<file path="src/rtl/wb_pkg.sv">
// Shared writeback-stage types: result-select codes, FSM states, load funct3 encodings.
// Latency: n/a (types and constants only).
// Backpressure: n/a.
package wb_pkg;

  // Result source selected by MEM for the writeback value
  typedef enum logic [1:0] {
    WB_ALU = 2'd0,
    WB_MEM = 2'd1,
    WB_PC4 = 2'd2,
    WB_IMM = 2'd3
  } wb_sel_e;

  // Stage occupancy: idle, waiting on a late load response, or presenting a result
  typedef enum logic [1:0] {
    ST_EMPTY    = 2'd0,
    ST_WAIT_MEM = 2'd1,
    ST_WRITE    = 2'd2
  } wb_state_e;

  // Load funct3 encodings; anything else is handled as a word load
  localparam logic [2:0] LD_LB  = 3'b000;
  localparam logic [2:0] LD_LH  = 3'b001;
  localparam logic [2:0] LD_LW  = 3'b010;
  localparam logic [2:0] LD_LBU = 3'b100;
  localparam logic [2:0] LD_LHU = 3'b101;

endpackage

</file>
<file path="src/rtl/wb_load_align.sv">
// Extracts and sign/zero-extends the addressed byte/halfword/word from an aligned memory word.
// Latency: combinational.
// Backpressure: none; the enclosing stage decides when the result is used.
module wb_load_align
  import wb_pkg::*;
#(
  parameter int XLEN  = 32,
  parameter int OFF_W = 2
) (
  input  logic [XLEN-1:0]  data_i,
  input  logic [OFF_W-1:0] offset_i,
  input  logic [2:0]       funct3_i,
  output logic [XLEN-1:0]  value_o,
  output logic             misalign_o
);

  logic [OFF_W+2:0] shamt;
  logic [31:0]      word;

  // Move the addressed byte lane down to bit 0; only the low word is ever needed
  assign shamt = {offset_i, 3'b000};
  assign word  = 32'(data_i >> shamt);

  // Pick the access width and extension; odd halfword offsets are flagged
  always_comb begin
    value_o    = XLEN'(signed'(word));
    misalign_o = 1'b0;
    case (funct3_i)
      LD_LB:  value_o = XLEN'(signed'(word[7:0]));
      LD_LBU: value_o = XLEN'(word[7:0]);
      LD_LH: begin
        value_o    = XLEN'(signed'(word[15:0]));
        misalign_o = offset_i[0];
      end
      LD_LHU: begin
        value_o    = XLEN'(word[15:0]);
        misalign_o = offset_i[0];
      end
      LD_LW:   value_o = XLEN'(signed'(word));
      default: value_o = XLEN'(signed'(word));
    endcase
  end

endmodule

</file>
<file path="src/rtl/wb_stage_pipe.sv">
// Writeback stage: selects ALU/MEM/PC+4/IMM result, waits for late loads, drives RF write + forwarding tap.
// Latency: non-load result on rf_* one cycle after accept; load result one cycle after mem_rsp_valid.
// Backpressure: in_ready low while waiting on a load response or when flush is asserted.
// Optional retire counter port and logic enabled by defining WB_RETIRE_CNT_EN.
module wb_stage_pipe
  import wb_pkg::*;
#(
  parameter int XLEN       = 32,
  parameter int REG_ADDR_W = 5
`ifdef WB_RETIRE_CNT_EN
  , parameter int CNT_W    = 64
`endif
) (
  input  logic                  clk,
  input  logic                  rst,
  input  logic                  in_valid,
  output logic                  in_ready,
  input  logic [1:0]            in_wb_sel,
  input  logic [XLEN-1:0]       in_alu_result,
  input  logic [XLEN-1:0]       in_pc,
  input  logic [XLEN-1:0]       in_imm,
  input  logic [REG_ADDR_W-1:0] in_rd,
  input  logic                  in_reg_write,
  input  logic [2:0]            in_ld_funct3,
  input  logic                  mem_rsp_valid,
  input  logic [XLEN-1:0]       mem_rsp_data,
  input  logic                  flush,
  output logic                  rf_we,
  output logic [REG_ADDR_W-1:0] rf_waddr,
  output logic [XLEN-1:0]       rf_wdata,
  output logic                  fwd_valid,
  output logic                  misalign
`ifdef WB_RETIRE_CNT_EN
  , output logic [CNT_W-1:0]    retire_cnt
`endif
);

  localparam int OFF_W = (XLEN == 64) ? 3 : 2;

  wb_state_e             state_q;
  logic [REG_ADDR_W-1:0] rd_q;
  logic                  rw_q;
  logic [2:0]            f3_q;
  logic [OFF_W-1:0]      off_q;
  logic                  rf_we_q;
  logic [REG_ADDR_W-1:0] rf_waddr_q;
  logic [XLEN-1:0]       rf_wdata_q;
  logic                  misalign_q;

  logic                  accept;
  logic [XLEN-1:0]       nonld_res;
  logic [XLEN-1:0]       ld_val;
  logic                  ld_mis;

  assign in_ready = (state_q != ST_WAIT_MEM) && !flush;
  assign accept   = in_valid && in_ready;

  // Load data comes straight from the response bus using the offset/type captured at accept
  wb_load_align #(
    .XLEN  (XLEN),
    .OFF_W (OFF_W)
  ) u_align (
    .data_i     (mem_rsp_data),
    .offset_i   (off_q),
    .funct3_i   (f3_q),
    .value_o    (ld_val),
    .misalign_o (ld_mis)
  );

  // Result mux for every source that is ready at accept time
  always_comb begin
    nonld_res = in_alu_result;
    case (wb_sel_e'(in_wb_sel))
      WB_PC4:  nonld_res = in_pc + XLEN'(4);
      WB_IMM:  nonld_res = in_imm;
      default: nonld_res = in_alu_result;
    endcase
  end

  // Stage FSM with registered RF/forwarding outputs; rf_* are cleared every cycle not entering WRITE
  always_ff @(posedge clk) begin
    if (rst) begin
      state_q    <= ST_EMPTY;
      rd_q       <= '0;
      rw_q       <= 1'b0;
      f3_q       <= '0;
      off_q      <= '0;
      rf_we_q    <= 1'b0;
      rf_waddr_q <= '0;
      rf_wdata_q <= '0;
      misalign_q <= 1'b0;
    end else begin
      rf_we_q    <= 1'b0;
      rf_waddr_q <= '0;
      rf_wdata_q <= '0;
      misalign_q <= 1'b0;
      case (state_q)
        ST_WAIT_MEM: begin
          // flush takes priority over a same-cycle response
          if (flush) begin
            state_q <= ST_EMPTY;
          end else if (mem_rsp_valid) begin
            state_q    <= ST_WRITE;
            rf_waddr_q <= rd_q;
            if (ld_mis) begin
              misalign_q <= 1'b1;
            end else begin
              rf_we_q    <= rw_q && (rd_q != '0);
              rf_wdata_q <= ld_val;
            end
          end
        end
        default: begin
          if (accept) begin
            rd_q  <= in_rd;
            rw_q  <= in_reg_write;
            f3_q  <= in_ld_funct3;
            off_q <= in_alu_result[OFF_W-1:0];
            if (in_wb_sel == WB_MEM) begin
              state_q <= ST_WAIT_MEM;
            end else begin
              state_q    <= ST_WRITE;
              rf_we_q    <= in_reg_write && (in_rd != '0);
              rf_waddr_q <= in_rd;
              rf_wdata_q <= nonld_res;
            end
          end else begin
            state_q <= ST_EMPTY;
          end
        end
      endcase
    end
  end

  assign rf_we     = rf_we_q;
  assign rf_waddr  = rf_waddr_q;
  assign rf_wdata  = rf_wdata_q;
  assign fwd_valid = rf_we_q;
  assign misalign  = misalign_q;

`ifdef WB_RETIRE_CNT_EN
  logic [CNT_W-1:0] cnt_q;

  // Count every cycle spent in WRITE, suppressed and misaligned writes included
  always_ff @(posedge clk) begin
    if (rst) begin
      cnt_q <= '0;
    end else if (state_q == ST_WRITE) begin
      cnt_q <= cnt_q + CNT_W'(1);
    end
  end

  assign retire_cnt = cnt_q;
`endif

endmodule
</file>
<file path="config.mk">
export PLATFORM = sky130hd
export DESIGN_NAME = wb_stage_pipe
export DESIGN_NICKNAME = d
export VERILOG_FILES = /design/src/rtl/wb_pkg.sv /design/src/rtl/wb_load_align.sv /design/src/rtl/wb_stage_pipe.sv
export SDC_FILE = /design/constraint.sdc
export NUM_CORES = 1
export LEC_CHECK = 0
export BUFFER_PORTS_ARGS = -buffer_cell sky130_fd_sc_hd__buf_2
export CORE_MARGIN = 5
export CORE_UTILIZATION = 42
export CTS_CLUSTER_DIAMETER = 100
export DETAILED_ROUTE_END_ITERATION = 8
export PLACE_DENSITY = 0.78
export SETUP_SLACK_MARGIN = 0.15
export SLEW_MARGIN = 20
export SYNTH_ARGS = -nofsm -noshare
export SYNTH_HDL_FRONTEND = slang
export SYNTH_SLANG_ARGS = --single-unit
</file>
<file path="constraint.sdc">
create_clock -name clk -period 1.8 [get_ports clk]
set_input_delay 0.18 -clock clk [delete_from_list [all_inputs] [get_ports clk]]
set_output_delay 0.18 -clock clk [all_outputs]
set_load 0.02 [all_outputs]
</file>
==> metrics, run 1 <==
Synth Area per Inst=7.523 sq um; endpoint of the worst register-to-register path=rf_wdata[17]; Design Power=2.707 mW; Core Rows=33; height of the chip=102.1 microns; initial antenna violation count=0; synthesized-area fraction occupied by ao, oa, aoi and oai cells=0.2828; clk sink count=52; die width=102.1 microns; share of synthesized cell area in and, or, nand and nor gates=0.2460; maximum capacitance violations=0; Max clock buf depth=2; netlist area before placement=3566 sq um; Max IR drop VDD=266.0 uV; Fill cells=771; root buffer cell=clkbuf_8; Hold WC Path Type=input port to flip-flop; Total Routed Length=14.56 mm; hold worst-path end=off_q[0]; unrepaired setup endpoints after global routing=yes; Setup-failing EPs final=0; category of the worst setup path capture point=flip-flop; worst hold path depth=3; maximum number of pins on one net before global-route repair=20; Clock H-tree levels=2; power density over the cells=527.3 nW/um^2; register bit count reported by yosys=52; detailed placement HPWL=11.78 mm; DRC violation total after the first TritonRoute iteration=323; hold violation total from the final report=0; post-detailed-route wirelength per cell=18.33 microns; final setup margin=0.1036 ns; Warnings, synthesis=0; Vias=4738; layout overhead on the synthesized area=44.00%; portion of the post-synthesis area used by sequential elements=0.2919; non-filler instance count after layout=794; post-synthesis xor/xnor area fraction=0.02947; Worst EP required=2.00 ns; share of final-layout standard cells stronger than drive strength 1=0.4035; Core Util, Final=0.6218; Initial Util=0.4318; number of nets in the final layout=833; antenna-violating nets left=0; global-route wire length before repair=22.03 mm; share of synthesized registers carrying an async set or reset=0; Core Area=8258 sq um; post-route setup TNS=0 ns; register clock-pin slew on the reported worst setup and hold paths=0.09 ns; post-route fraction of the period consumed by the critical path=0.9425; worst hold slack after final layout=0.1082 ns; CTS tree=yes; pre-CTS setup slack=-0.1724 ns; post-layout min period=1.696 ns; post-route DRC violation count=0; via density per instance=5.967; Max-Slew Margin vs Limit=0.7335; number of hold-repair buffers added at the cts stage=0; Port Buffers=184; multiplexer share of the synthesized area=0.09509; number of buffers added by the clock tree synthesis step=5; Worst Min Path Start=in_alu_result[0]; largest fanout on the critical path=5; GR Util All Layers=0.2678; Layout Skew=0.001667 ns; clock latency at the later pin of the worst-skew pair=0.31 ns; num ports=185; number of global-route vias before repair=4457; post-synthesis share of cell area spent on full adders, half adders and majority gates=0.003509; depth of the worst register-to-register path=7; count of flip-flops with a built-in enable after synthesis=0; number of instances in the synthesized netlist=474; status=finished clean; area enclosed by the die boundary=10430 sq um; Final Max Slew Viols=0; number of cells after detailed placement=779; Placed Area=4888 sq um; maximum clock rate=589.5 MHz; transition time at the pin with the least slew margin=0.3983 ns; critical path type=flip-flop to flip-flop; Startpoint Class=flip-flop; first-pass detailed-route iteration total=5; top_reg_cell synth=dfxtp_1; routability congestion estimate from global placement=0.9471; setup slack, reg-to-reg=0.10 ns; combinational family with the most area after synthesis=compound AO/OA/AOI/OAI gates; final design area excluding fillers=5135 sq um; reg-to-reg critical path startpoint=off_q[1]; net count after synthesis=619; CP Data Arrival Time=1.90 ns; number of unique standard cell types used by synthesis=56; remaining global-route overflow=0; number of antenna cells inserted=0; cell leakage power=2.264 nW
## cells by family (layout without fill, tap and decap cells)
kind of cell / after synthesis / in the layout
AOI/OAI and AO/OA: 153 / 153
xor gates and xnor gates: 12 / 12
adders and majority gates: 1 / 1
buffers and inverters: 45 / 260
DFF: 52 / 52
muxes: 32 / 32
and+or+nand+nor: 179 / 179
## area by class of cell
class / instances / area, sq um / share of cell area
Multi-Input combinational cell: 377 / 2475 / 0.4820
Timing Repair Buffer: 239 / 1340 / 0.2610
Sequential cell: 52 / 1050 / 0.2044
Tap cell: 105 / 131.4 / 0.02558
Clock buffer: 8 / 90.09 / 0.01754
Inverter: 13 / 48.80 / 0.009503
## registers in the layout, indices dropped and copies added, names as in the netlist
register,flops
f3_q,3
fwd_valid,1
misalign,1
off_q,2
rd_q,5
rf_waddr,5
rf_wdata,32
rw_q,1
state_q,2
## cells in the mapped netlist, types with 3 or more instances
master	count	area share
a22oi_1	17	0.036
xor2_1	3	0.0074
nor2b_1	6	0.011
mux2i_1	26	0.073
nand4_1	6	0.011
a2bb2oi_1	3	0.0074
dfxtp_1	52	0.29
o21a_1	3	0.0063
xnor2_1	9	0.022
buf_2	4	0.0056
and3_1	5	0.0088
a21oi_1	28	0.039
o211ai_1	6	0.013
nand3_1	15	0.021
and4_1	3	0.0074
o31a_1	7	0.017
nand3b_1	3	0.0063
or4_1	7	0.015
o21ai_0	34	0.048
a22o_1	9	0.022
o22ai_1	7	0.012
a32oi_1	9	0.022
inv_1	12	0.013
nand2_1	66	0.069
nand2b_1	4	0.0070
nor3_1	6	0.0084
nor2_1	37	0.039
and2_1	4	0.0070
a31oi_1	14	0.025
clkbuf_1	23	0.024
nor4_1	9	0.016
mux2_2	5	0.016
## worst max-delay path by stage
stage,start,slack (ns),to,depth (start not counted)
after floorplan,in_pc[2],0.11,rf_wdata[24],7
after global placement,in_pc[2],-0.13,rf_wdata[29],7
after detailed placement,in_pc[2],-0.17,rf_wdata[29],7
after CTS,state_q[1],0.14,rf_wdata[22],6
after global routing,off_q[1],0.05,rf_wdata[12],5
final,off_q[1],0.10,rf_wdata[17],7
## layer usage
metal | GRT usage | up-vias | wire length (microns)
met2 | 0.4548 | 291 | 7179
met3 | 0.03754 | 39 | 1383
met4 | 0.09687 | 0 | 397
li1 | - | 2205 | -
met5 | 0 | - | 0
met1 | 0.3466 | 2203 | 5596
## cell usage in the layout, fill, tap and decap left out, drive strengths merged, types with 3 or more instances in the layout
master,instances
buf,238
nand2,66
dfxtp,52
nor2,37
o21ai,36
a21oi,28
mux2i,26
a22oi,17
nand3,15
a31oi,14
inv,12
nor4,10
xnor2,9
a22o,9
a32oi,9
clkbuf,9
o31a,7
o22ai,7
nand4,7
or4,7
o211ai,6
nor3,6
nor2b,6
mux2,5
and3,5
and2,4
nand2b,4
nand3b,3
and4,3
o21a,3
a2bb2oi,3
xor2,3
o311ai,3
## what timing repair did
action                                  in CTS  in global routing
pin swaps                                    1                  4
gates cloned                                 0                  0
gates resized for setup                     12                 17
endpoints found under the setup margin      20                 30
setup buffers                                0                  7
## power by group
group	internal, mW	switching [mW]	total (mW)	leakage (nW)
registers	1.18	0.0217	1.21	0.424
logic	0.365	0.442	0.807	1.79
clock network	0.315	0.379	0.694	0.0455
## critical path: stages (launching register included)
cell and delay (ns):
dfxtp_4 0.39, mux2_2 0.36, o211ai_1 0.15, buf_4 0.19, a21boi_4 0.08, buf_4 0.15, a211oi_2 0.21, nor2_1 0.07
Power figures use the tool's default switching activity.
==> run 2: changes to the inputs <==
PLACE_DENSITY = unset   (was 0.78)
PLACE_DENSITY_LB_ADDON = 0.25   (was unset)
==> metrics, run 2 (synthesis gave the netlist of run 1 again) <==
largest fanout on the critical path=8; proportion of power drawn by flip-flops and latches=0.442; maximum number of pins on one net before global-route repair=36; Port Buffers=184; Layout Skew=0.01457 ns; GR Util All Layers=0.2756; capture point of the critical path=rf_wdata[12]; Max IR drop VDD=276.2 uV; Critical Path, Cell by Cell=mux4_2 -> nor3b_4 -> o21bai_1 -> a32oi_1 -> o31ai_1; fraction of power spent switching nets=0.3268; transition time at the pin with the least slew margin=0.4423 ns; maximum capacitance violations=0; via density per instance=5.739; flip-flop count of the largest register after layout=32; most common cell after layout, fill and taps aside=buf_2; Total Routed Length=15.17 mm; Hold WC Path Type=input port to flip-flop; reg-to-reg critical path startpoint=off_q[1]; Final Max Slew Viols=0; Worst EP required=2.01 ns; detailed placement HPWL=12.30 mm; number of global-route vias before repair=4314; register clock-pin slew on the reported worst setup and hold paths=0.11 ns; number of antenna cells inserted=0; Fill cells=770; critical path type=flip-flop to flip-flop; number of buffers added by the clock tree synthesis step=5; root buffer cell=clkbuf_8; Internal Pwr Total=1.843 mW; layout overhead on the synthesized area=48.00%; height of the chip=102.1 microns; setup slack, reg-to-reg=0.15 ns; maximum clock rate=605.6 MHz; Slowest-stage cell, CP=mux4_2; Sw Pwr=0.8947 mW; clock latency at the later pin of the worst-skew pair=0.31 ns; die width=102.1 microns; depth of the worst register-to-register path=5; category of the worst setup path capture point=flip-flop; status=finished clean; antenna-violating nets left=0; DRC violation total after the first TritonRoute iteration=344; Setup-failing EPs final=0; CP Data Arrival Time=1.86 ns; most frequent cells in the layout=184 x buf_2, 65 x buf_4, 64 x nand2_1; initial antenna violation count=1; post-route fraction of the period consumed by the critical path=0.9174; pre-CTS setup slack=-0.1896 ns; Clock H-tree levels=2; number of cells after detailed placement=790; Largest delay share family, worst path=multiplexers; routability congestion estimate from global placement=0.9187; clock network power share=0.258; area enclosed by the die boundary=10430 sq um; clk sink count=52; Max-Slew Margin vs Limit=0.7046; remaining global-route overflow=0; post-detailed-route wirelength per cell=18.76 microns; cell leakage power=2.334 nW; post-route DRC violation count=0; combinational fraction of design power=0.300; Placed Area=4971 sq um; Core Area=8258 sq um; Startpoint Class=flip-flop; number of gates on the worst path with buffers counted=5; unrepaired setup endpoints after global routing=yes; Initial Util=0.4318; hold violation total from the final report=0; Buf/Inv on CP=0; final design area excluding fillers=5278 sq um; CP max stage delay=0.52 ns; first-pass detailed-route iteration total=5; num ports=185; non-filler instance count after layout=809; launch point of the worst path=off_q[1]; post-layout min period=1.651 ns; Vias=4643; Core Rows=33; power density over the cells=518.7 nW/um^2; number of nets in the final layout=848; endpoint of the worst register-to-register path=rf_wdata[12]; CTS tree=yes; share of final-layout standard cells stronger than drive strength 1=0.4205; number of hold-repair buffers added at the cts stage=0; global-route wire length before repair=22.27 mm; final setup margin=0.1486 ns; Max clock buf depth=2
## run 2: changes by cell type in the layout (fill, tap and decap cells not counted), moves of 2 or more
cell,change
buf_4,+11
clkinvlp_4,+2
clkbuf_1,-2
buf_6,+2
## run 2: repair_timing
action / in CTS / in global routing
pin swaps: 1 / 1
gates cloned: 0 / 2
gates resized for setup: 10 / 24
buffers inserted: 2 / 7
endpoints found under the setup margin: 22 / 22
## run 2: worst min path at each step
stage,from,to,slack [ns],cells past startpoint
after detailed placement,flush,state_q[0],0.39,2
after CTS,flush,state_q[0],0.07,2
after global placement,flush,state_q[0],0.38,2
after global routing,in_ld_funct3[1],f3_q[1],0.10,3
final,flush,state_q[0],0.10,2
after floorplan,flush,state_q[0],0.26,1
## run 2: layout make-up
class                      count  area, sq um  area share
inverter                      13        48.80    0.009246
sequential                    52         1051      0.1991
multi-input combinational    378         2500      0.4737
clock buffer                   5        68.82     0.01304
timing repair buffer         253         1454      0.2755
tap                          105        131.4     0.02489
clock inverter                 3        23.77    0.004505
## run 2: layer usage
layer	global-route usage	up-vias	routed length [microns]	part of all wire
met3	0.03891	33	1363	0.090
met2	0.4708	262	7296	0.48
li1	-	2230	-	-
met5	0	-	10	0.00066
met4	0.05449	2	299	0.020
met1	0.3720	2116	6204	0.41
## run 2: power by group through the flow
stage / Combinational (mW) / Clock, mW / Sequential, mW
finish: 0.821 / 0.707 / 1.21
global route: 0.891 / 0.763 / 1.21
CTS: 0.785 / 0.710 / 1.21
detailed placement: 0.770 / 0 / 1.23
global placement: 0.762 / 0 / 1.23
floorplan: 0.338 / 0 / 1.26
## run 2: metrics by stage
| step | total power, mW | util | setup TNS, ns | hold WS, ns |
|---|---|---|---|---|
| after floorplan | 1.596 | - | 0 | 0.2593 |
| final | 2.737 | 0.6391 | 0 | 0.1049 |
| after detailed placement | 2.003 | 0.6020 | -1.539 | 0.3944 |
| after CTS | 2.702 | 0.6195 | 0 | 0.06917 |
| after global placement | 1.996 | 0.6020 | -0.9981 | 0.3781 |
| after global routing | 2.866 | 0.6391 | 0 | 0.1032 |
